[config.mk]
export PLATFORM = sky130hd
export DESIGN_NAME = crc16_frame_sequencer
export DESIGN_NICKNAME = d
export VERILOG_FILES = /design/src/rtl/crc16_pkg.sv /design/src/rtl/crc16_byte_engine.sv /design/src/rtl/crc16_frame_sequencer.sv
export SDC_FILE = /design/constraint.sdc
export NUM_CORES = 1
export LEC_CHECK = 0
export CORE_UTILIZATION = 48
export CTS_BUF_LIST = sky130_fd_sc_hd__clkbuf_4
export CTS_CLUSTER_SIZE = 30
export DETAILED_ROUTE_END_ITERATION = 10
export PLACE_DENSITY = 0.78
export SLEW_MARGIN = 20
export SYNTH_ARGS = -nofsm -noshare
export SYNTH_HDL_FRONTEND = slang
export SYNTH_SLANG_ARGS = --single-unit
[constraint.sdc]
create_clock -name clk -period 1.8 [get_ports clk]
set_input_delay 0.18 -clock clk [delete_from_list [all_inputs] [get_ports clk]]
set_output_delay 0.18 -clock clk [all_outputs]
set_load 0.01 [all_outputs]
[src/rtl/crc16_pkg.sv]
// Shared CRC-16/CCITT definitions: polynomial, frame FSM states and the byte update function.
package crc16_pkg;

    localparam logic [15:0] CRC16_POLY = 16'h1021;

    typedef enum logic [2:0] {
        IDLE,
        DATA,
        CRC_HI,
        CRC_LO,
        WAIT_LAST
    } state_t;

    // MSB-first, non-reflected: eight serial shift steps folded into one call.
    function automatic logic [15:0] crc16_byte_update(input logic [15:0] crc, input logic [7:0] data);
        logic [15:0] c;
        c = crc;
        for (int unsigned i = 0; i < 8; i++) begin
            c = {c[14:0], 1'b0} ^ ((c[15] ^ data[3'(7 - i)]) ? CRC16_POLY : 16'h0000);
        end
        return c;
    endfunction

endpackage

[src/rtl/crc16_byte_engine.sv]
// Registered byte-wide CRC-16 with init and update enables; also used by the receive-side checker.
module crc16_byte_engine
    import crc16_pkg::*;
#(
    parameter logic [15:0] CRC_INIT = 16'hFFFF
) (
    input  logic        clk,
    input  logic        rst_n,
    input  logic        init_i,
    input  logic        upd_i,
    input  logic [7:0]  data_i,
    output logic [15:0] crc_o
);

    logic [15:0] crc_q, crc_d, seed;

    // init together with upd folds the first byte into a freshly seeded register.
    always_comb begin
        seed  = init_i ? CRC_INIT : crc_q;
        crc_d = upd_i ? crc16_byte_update(seed, data_i) : seed;
    end

    always_ff @(posedge clk or negedge rst_n) begin
        if (!rst_n) begin
            crc_q <= CRC_INIT;
        end else begin
            crc_q <= crc_d;
        end
    end

    assign crc_o = crc_q;

endmodule

[src/rtl/crc16_frame_sequencer.sv]
// Forwards framed payload bytes and appends the CRC-16/CCITT (high byte first) after each frame.
module crc16_frame_sequencer
    import crc16_pkg::*;
#(
    parameter logic [15:0] CRC_INIT = 16'hFFFF,
    parameter int unsigned CNT_W    = 16
) (
    input  logic             clk,
    input  logic             rst_n,
    input  logic [7:0]       s_data,
    input  logic             s_valid,
    input  logic             s_last,
    output logic             s_ready,
    output logic [7:0]       m_data,
    output logic             m_valid,
    output logic             m_last,
    input  logic             m_ready,
    output logic [15:0]      crc_out,
    output logic [CNT_W-1:0] byte_cnt,
    output logic             frame_done
);

    state_t           state_q;
    logic [7:0]       m_data_q;
    logic             m_valid_q;
    logic             m_last_q;
    logic [CNT_W-1:0] byte_cnt_q;
    logic             frame_done_q;

    logic out_free;
    logic in_hs;
    logic done;
    logic crc_init;
    logic [15:0] crc_q;

    always_comb begin
        out_free = !m_valid_q || m_ready;
        s_ready  = ((state_q == IDLE) || (state_q == DATA)) && out_free;
        in_hs    = s_valid && s_ready;
        done     = (state_q == WAIT_LAST) && m_valid_q && m_ready;
        crc_init = ((state_q == IDLE) && in_hs) || done;
    end

    crc16_byte_engine #(
        .CRC_INIT (CRC_INIT)
    ) u_engine (
        .clk    (clk),
        .rst_n  (rst_n),
        .init_i (crc_init),
        .upd_i  (in_hs),
        .data_i (s_data),
        .crc_o  (crc_q)
    );

    always_ff @(posedge clk or negedge rst_n) begin
        if (!rst_n) begin
            state_q      <= IDLE;
            m_data_q     <= '0;
            m_valid_q    <= 1'b0;
            m_last_q     <= 1'b0;
            byte_cnt_q   <= '0;
            frame_done_q <= 1'b0;
        end else begin
            frame_done_q <= 1'b0;
            // A completed handshake empties the output register unless a load below refills it.
            if (m_valid_q && m_ready) begin
                m_valid_q <= 1'b0;
            end
            case (state_q)
                IDLE: begin
                    if (in_hs) begin
                        byte_cnt_q <= CNT_W'(1);
                        m_data_q   <= s_data;
                        m_valid_q  <= 1'b1;
                        m_last_q   <= 1'b0;
                        state_q    <= s_last ? CRC_HI : DATA;
                    end
                end
                DATA: begin
                    if (in_hs) begin
                        if (byte_cnt_q != '1) begin
                            byte_cnt_q <= byte_cnt_q + 1'b1;
                        end
                        m_data_q  <= s_data;
                        m_valid_q <= 1'b1;
                        m_last_q  <= 1'b0;
                        if (s_last) begin
                            state_q <= CRC_HI;
                        end
                    end
                end
                CRC_HI: begin
                    if (out_free) begin
                        m_data_q  <= crc_q[15:8];
                        m_valid_q <= 1'b1;
                        m_last_q  <= 1'b0;
                        state_q   <= CRC_LO;
                    end
                end
                CRC_LO: begin
                    if (out_free) begin
                        m_data_q  <= crc_q[7:0];
                        m_valid_q <= 1'b1;
                        m_last_q  <= 1'b1;
                        state_q   <= WAIT_LAST;
                    end
                end
                WAIT_LAST: begin
                    if (done) begin
                        frame_done_q <= 1'b1;
                        byte_cnt_q   <= '0;
                        state_q      <= IDLE;
                    end
                end
                default: state_q <= IDLE;
            endcase
        end
    end

    assign m_data     = m_data_q;
    assign m_valid    = m_valid_q;
    assign m_last     = m_last_q;
    assign crc_out    = crc_q;
    assign byte_cnt   = byte_cnt_q;
    assign frame_done = frame_done_q;

endmodule

# Word-level counts from Yosys, hierarchy flattened
# Cells that the tools add are included.
# word_totals
regBits,46
in_bits,13
output_inout_bits,44
elab_cells,92
# classes
addsub,1
n_eq_ne,13
n_mux,37
n_bitwise,16
reduce_logical,18
# op_table
op,count
bitwise XOR 16 bit,8
2-to-1 mux 13 bit,8
2-to-1 mux 16 bit,6
one-hot mux 16 bit (3 select lines),1
2-to-1 mux 8 bit,3
one-hot mux 8 bit (3 select lines),1
2-to-1 mux 3 bit,6
adder 16 x 1 -> 16 bit (second input constant),1
!= test 16 bit (second input constant),1
one-hot mux 3 bit (5 select lines),1
2-to-1 mux 1 bit,8
!= test 2 x 1 -> 1 bit (second input constant),4
!= test 2 bit (second input constant),4
bitwise XOR 1 bit,8
== test 3 x 2 -> 1 bit (second input constant),2
logical AND 1 bit,6
AND reduction 6 bit,1
nonzero test 3 bit,2
AND reduction 5 bit,1
AND reduction 4 bit,1
OR reduction 2 bit,2
== test 3 x 1 -> 1 bit (second input constant),1
== test 3 bit (second input constant),1
zero test 3 bit,1
5 further kinds,7

# Depth between registers and ports, before layout
# depth
ltp_word,32
ltp_mapped,8
ltp_nobuf,6

# Cells and area by module
# A second synthesis with hierarchy kept.
# unflattened
cells_unflattened,319
area_unflattened_um2,2820.2
# modules_own_cells
mod,n_inst,cells_each,area_per_inst_um2,seq_area_each_um2
crc16_frame_sequencer,1,203,1762.9,750.7
crc16_byte_engine,1,116,1057.3,420.4

# Worst setup path before layout
# Ideal clock, no wire load.
# synth_path
kind,flip-flop to flip-flop
startpoint,"reg byte_cnt_q[0], in the netlist byte_cnt[0]"
endpoint,"reg byte_cnt_q[6], in the netlist byte_cnt[6]"
setup_time_ns,0.066
arrival_ns,1.782
required_ns,1.734
slack_ns,-0.048
stages_incl_launch_ff,8
path_buffers,1
synth_period_minus_slack_ns,1.848
cell_sequence,dfrtp_1 > ha_1 > and2_1 > buf_1 > nand4_1 > or3_1 > or4_1 > nand2_1
# synth_between
elab_chain_cells,4
elab_cells_between_ends,7
classes_between,1 x add/sub; 2 x eq/ne; 3 x mux; 1 x reduce/logical
# synth_lines
element,line_no,source
"start, declared",crc16_frame_sequencer.sv:27,logic [CNT_W-1:0] byte_cnt_q;
"start signal, assigned",crc16_frame_sequencer.sv:82,byte_cnt_q <= byte_cnt_q + 1'b1;
adder 16 x 1 -> 16 bit,crc16_frame_sequencer.sv:82,
2-to-1 mux 16 bit,crc16_frame_sequencer.sv:81,if (byte_cnt_q != '1) begin
2-to-1 mux 16 bit,crc16_frame_sequencer.sv:80,if (in_hs) begin
one-hot mux 16 bit (3 select lines),crc16_frame_sequencer.sv:69,case (state_q)
# Parallel ways exist; a longest one is shown, timed or not. The select of a mux whose other input is x is not followed.
# A chain may end at the register's enable or synchronous reset.

# Worst setup path in the final report
# layout_path
startpoint,reg state_q[2]
endpoint,"reg byte_cnt_q[6], in the netlist byte_cnt[6]"
# layout_between
elab_chain_cells,6
elab_cells_between_ends,15
classes_between,6 x eq/ne; 1 x mux; 8 x reduce/logical
# layout_lines
element,line_no,source
"start, declared",crc16_frame_sequencer.sv:23,state_t state_q;
"start signal, assigned",crc16_frame_sequencer.sv:76,state_q <= s_last ? CRC_HI : DATA;
== test 3 x 1 -> 1 bit or zero test 3 bit (tied branches),"crc16_frame_sequencer.sv:38, crc16_frame_sequencer.sv:69",
logical OR 1 bit,crc16_frame_sequencer.sv:38,s_ready = ((state_q == IDLE) || (state_q == DATA)) && out_free;
logical AND 1 bit,crc16_frame_sequencer.sv:38,
logical AND 1 bit,crc16_frame_sequencer.sv:39,in_hs = s_valid && s_ready;
!= test 2 x 1 -> 1 bit (no line),--,
AND reduction 5 bit (no line),--,
# Parallel ways exist; a longest one is shown, timed or not.

==> results.toml <==
[outcome]
outcome = "finished with violations"
violations = "setup timing"

[floorplanning]
rows = 27
core_area_sq_um = 5640
die_y_um = 79.4
ios = 57
initial_core_util_pct = 50.9
die_w_um = 79.4
die_area_sq_um = 6300

[final_layout]
antenna_cells = 0
syn_to_final_growth_pct = 43.0
design_area_sq_um = 4110
layout-drive-gt1-share_pct = 28.3
nNetsFinal = 433
layoutNonFillerInstCount = 492

[clock_network]
cts_buffers = 5
cts_tree = "done"
clk_path_buf_depth = 2
cts-root-buf = "clkbuf_4"
clk_pin_slew_ns = 0.15
cts.htree.levels = 2
clock_sinks = 46
clock_latency_ns = 0.37

[synth]
syn_inst = 315
yosysSeqAreaShare_pct = 40.8
synth-seq-cells = 46
syn_area_sq_um = 2870
async_flop_share_pct = 100
synth_edf_count = 0
synth.avg_cell_area_sq_um = 9.12
synth_nets = 329
yosys.cell_types.count = 50
synth_flop_cell = "dfrtp_1"
synth_warnings = 0

[timing]
final-setup-viol-count = 2
layout_setup_ws_ns = -0.00240
fmax_mhz = 555
relSlewSlack_pct = 62.9
finalCriticalPeriod_ns = 1.80
finalSetupTns_ns = -0.00474
min_period_over_period_pct = 100
fin_worst_skew_ns = 0.0202
hold_viol = 0
rsz0062_at_grt = "true"
worst_pin_slew_ns = 0.556
slew_violations = 0

[drt]
drc_errors = 0
drt-total-wl_mm = 7.89
routedWlPerCell_um = 16.0
first_iter_violations = 193
dr_total_vias = 2784
antenna_left = 0
viasPerCell = 5.66
dr.pass1.iters = 4

[worst_setup_path]
end_kind = "flop"
cp_max_fo = 5
start_kind = "flop"
critPathArrivalTime_ns = 2.13
critPathMaxStageDelay_ns = 0.44
required_ns = 2.13
crit_family = "simple AND/OR/NAND/NOR gates"
critPathBufInv = 1
cp_cell_sequence = "buf_6 > nand2b_4 > o22a_1 > or3_1 > or4_1 > nand2_1"
worst-setup-path-type = "reg -> reg"
critPathSlowestCell = "dfrtp_2"

[power]
internal_power_w = 0.00403
p_per_area_nw_per_um2 = 1650
p_leak_nw = 1.76
power_frac_comb_pct = 59.8
clock_power_share_pct = 11.8
pwr-share-seq_pct = 28.4
switching_share_pct = 40.5
ir_drop_mv = 0.862
p_switching_w = 0.00275

[placement]
dpl.hpwl_mm = 5.79
portBuffers = 56
gp_congestion = 0.931
place_area_sq_um = 3830
dpl.cell_count = 476

[global_route]
grt_overflow = 0
grt_first_pass_wirelength_mm = 13.0
grt_max_degree = 25
grt_pass1_vias = 2697
track_usage_pct = 26.6
antenna_found_initial = 0

[run]
max_cap_violations = 0

[worst_hold_path]
hp-class = "in -> async"
## routing by layer
metal	global-route usage (%)	vias up	part of all wire (%)
met5	0	-	0
met4	7.45	0	1.2
met3	4.94	10	6.0
met2	42.8	86	49
met1	36.3	1356	44
li1	-	1332	-
## logic make-up after synthesis
| family | count (synthesis) | share of synthesized area [%] |
|---|---|---|
| compound gates | 75 | 15.6 |
| xor+xnor | 36 | 11.0 |
| fa+ha+maj | 1 | 0.435 |
| buf+inv | 19 | 3.70 |
| flops | 46 | 40.8 |
| mux | 13 | 4.57 |
| simple gates | 125 | 24.0 |
## placed cells by master (no fill, tap or decap), types with 7 or more instances in the layout
master | synthesis | final
nor2_1 | 36 | 36
xor2_1 | 14 | 14
clkdlybuf4s50_1 | 0 | 54
xnor2_1 | 22 | 21
nand2_1 | 27 | 27
buf_4 | 1 | 52
nand3_1 | 12 | 10
mux2i_1 | 12 | 12
a21oi_1 | 33 | 30
dfstp_2 | 16 | 16
dfrtp_1 | 30 | 26
nand2b_1 | 8 | 7
o21ai_0 | 20 | 19
## through the flow
| step | total power, W | hold slack, ns | worst slack, ns | util [%] |
|---|---|---|---|---|
| floorplan | 0.00420 | -0.116 | 0.00385 | - |
| global placement | 0.00563 | 0.190 | -0.166 | 68.0 |
| detailed placement | 0.00575 | 0.190 | -0.212 | 68.0 |
| CTS | 0.00669 | 0.314 | -0.0414 | 71.4 |
| global route | 0.00727 | 0.362 | -0.0693 | 72.8 |
| finish | 0.00679 | 0.308 | -0.00240 | 72.8 |
## final timing paths
kind | from | to | slack (ns) | depth (start not counted)
worst max-delay path | state_q[2] | byte_cnt[6] | -0.002 | 6
worst min-delay path | rst_n | byte_cnt[8] | 0.31 | 2
min in group clk | m_data[7] | m_data[7] | 0.49 | 2
max in group asynchronous | rst_n | u_engine.crc_o[15] | 0.88 | 3
worst min register to register | m_data[7] | m_data[7] | 0.49 | 2
worst max register to register | state_q[2] | byte_cnt[6] | -0.002 | 6
## cells in the mapped netlist, types with 3 or more instances
cell type / n / area share (%)
nand2b_1: 8 / 1.7
buf_6: 3 / 1.2
dfstp_2: 16 / 15
o211ai_1: 3 / 0.78
o31ai_1: 5 / 1.3
xnor2_1: 22 / 6.7
nor2_1: 36 / 4.7
nor3_1: 5 / 0.87
o21ai_0: 20 / 3.5
nand3_1: 12 / 2.1
buf_2: 7 / 1.2
mux2i_1: 12 / 4.2
dfrtp_1: 30 / 26
or3_1: 3 / 0.65
or4_1: 7 / 1.8
xor2_1: 14 / 4.3
nand4_1: 4 / 0.87
a211oi_1: 5 / 1.3
nand2_1: 27 / 3.5
clkbuf_1: 6 / 0.78
o22a_1: 3 / 0.91
a21oi_1: 33 / 5.7
## power groups by stage
| stage | sequential, W | combinational, W | clock [W] |
|---|---|---|---|
| after floorplan | 0.00199 | 0.00221 | 0 |
| after global placement | 0.00196 | 0.00367 | 0 |
| after detailed placement | 0.00197 | 0.00378 | 0 |
| after CTS | 0.00192 | 0.00396 | 0.000813 |
| after global routing | 0.00199 | 0.00442 | 0.000860 |
| final | 0.00193 | 0.00406 | 0.000802 |
## state kept, by name, indices dropped and copies added, names as in the netlist
signal and count:
byte_cnt 16, m_valid 1, m_last 1, u_engine.crc_o 16, m_data 8, frame_done 1
state_q 3
## final cells by class
class                      count  area, sq um
timing repair buffer         115         1040
inverter                       1         3.75
multi-input combinational    250         1700
sequential                    46         1180
clock buffer                   5         37.5
fill                         393         1530
clock inverter                 3         68.8
tap                           72         90.1
## repair_timing
item	CTS	global route
buffers inserted	5	3
gates resized for setup	14	18
setup endpoints to repair	9	26
gates cloned	0	0
hold buffers	1	0
endpoints found under the hold margin	22	0
pin swaps	7	9
## worst reg2reg max path, delay by kind of cell (launching register included)
family	cells	cell delay, ns
buffers and inverters	1	0.13
AND/OR/NAND/NOR	4	0.94
AO/OA/AOI/OAI	1	0.24
flip-flops	1	0.44
Note: power is estimated with default switching activity, not from simulation.
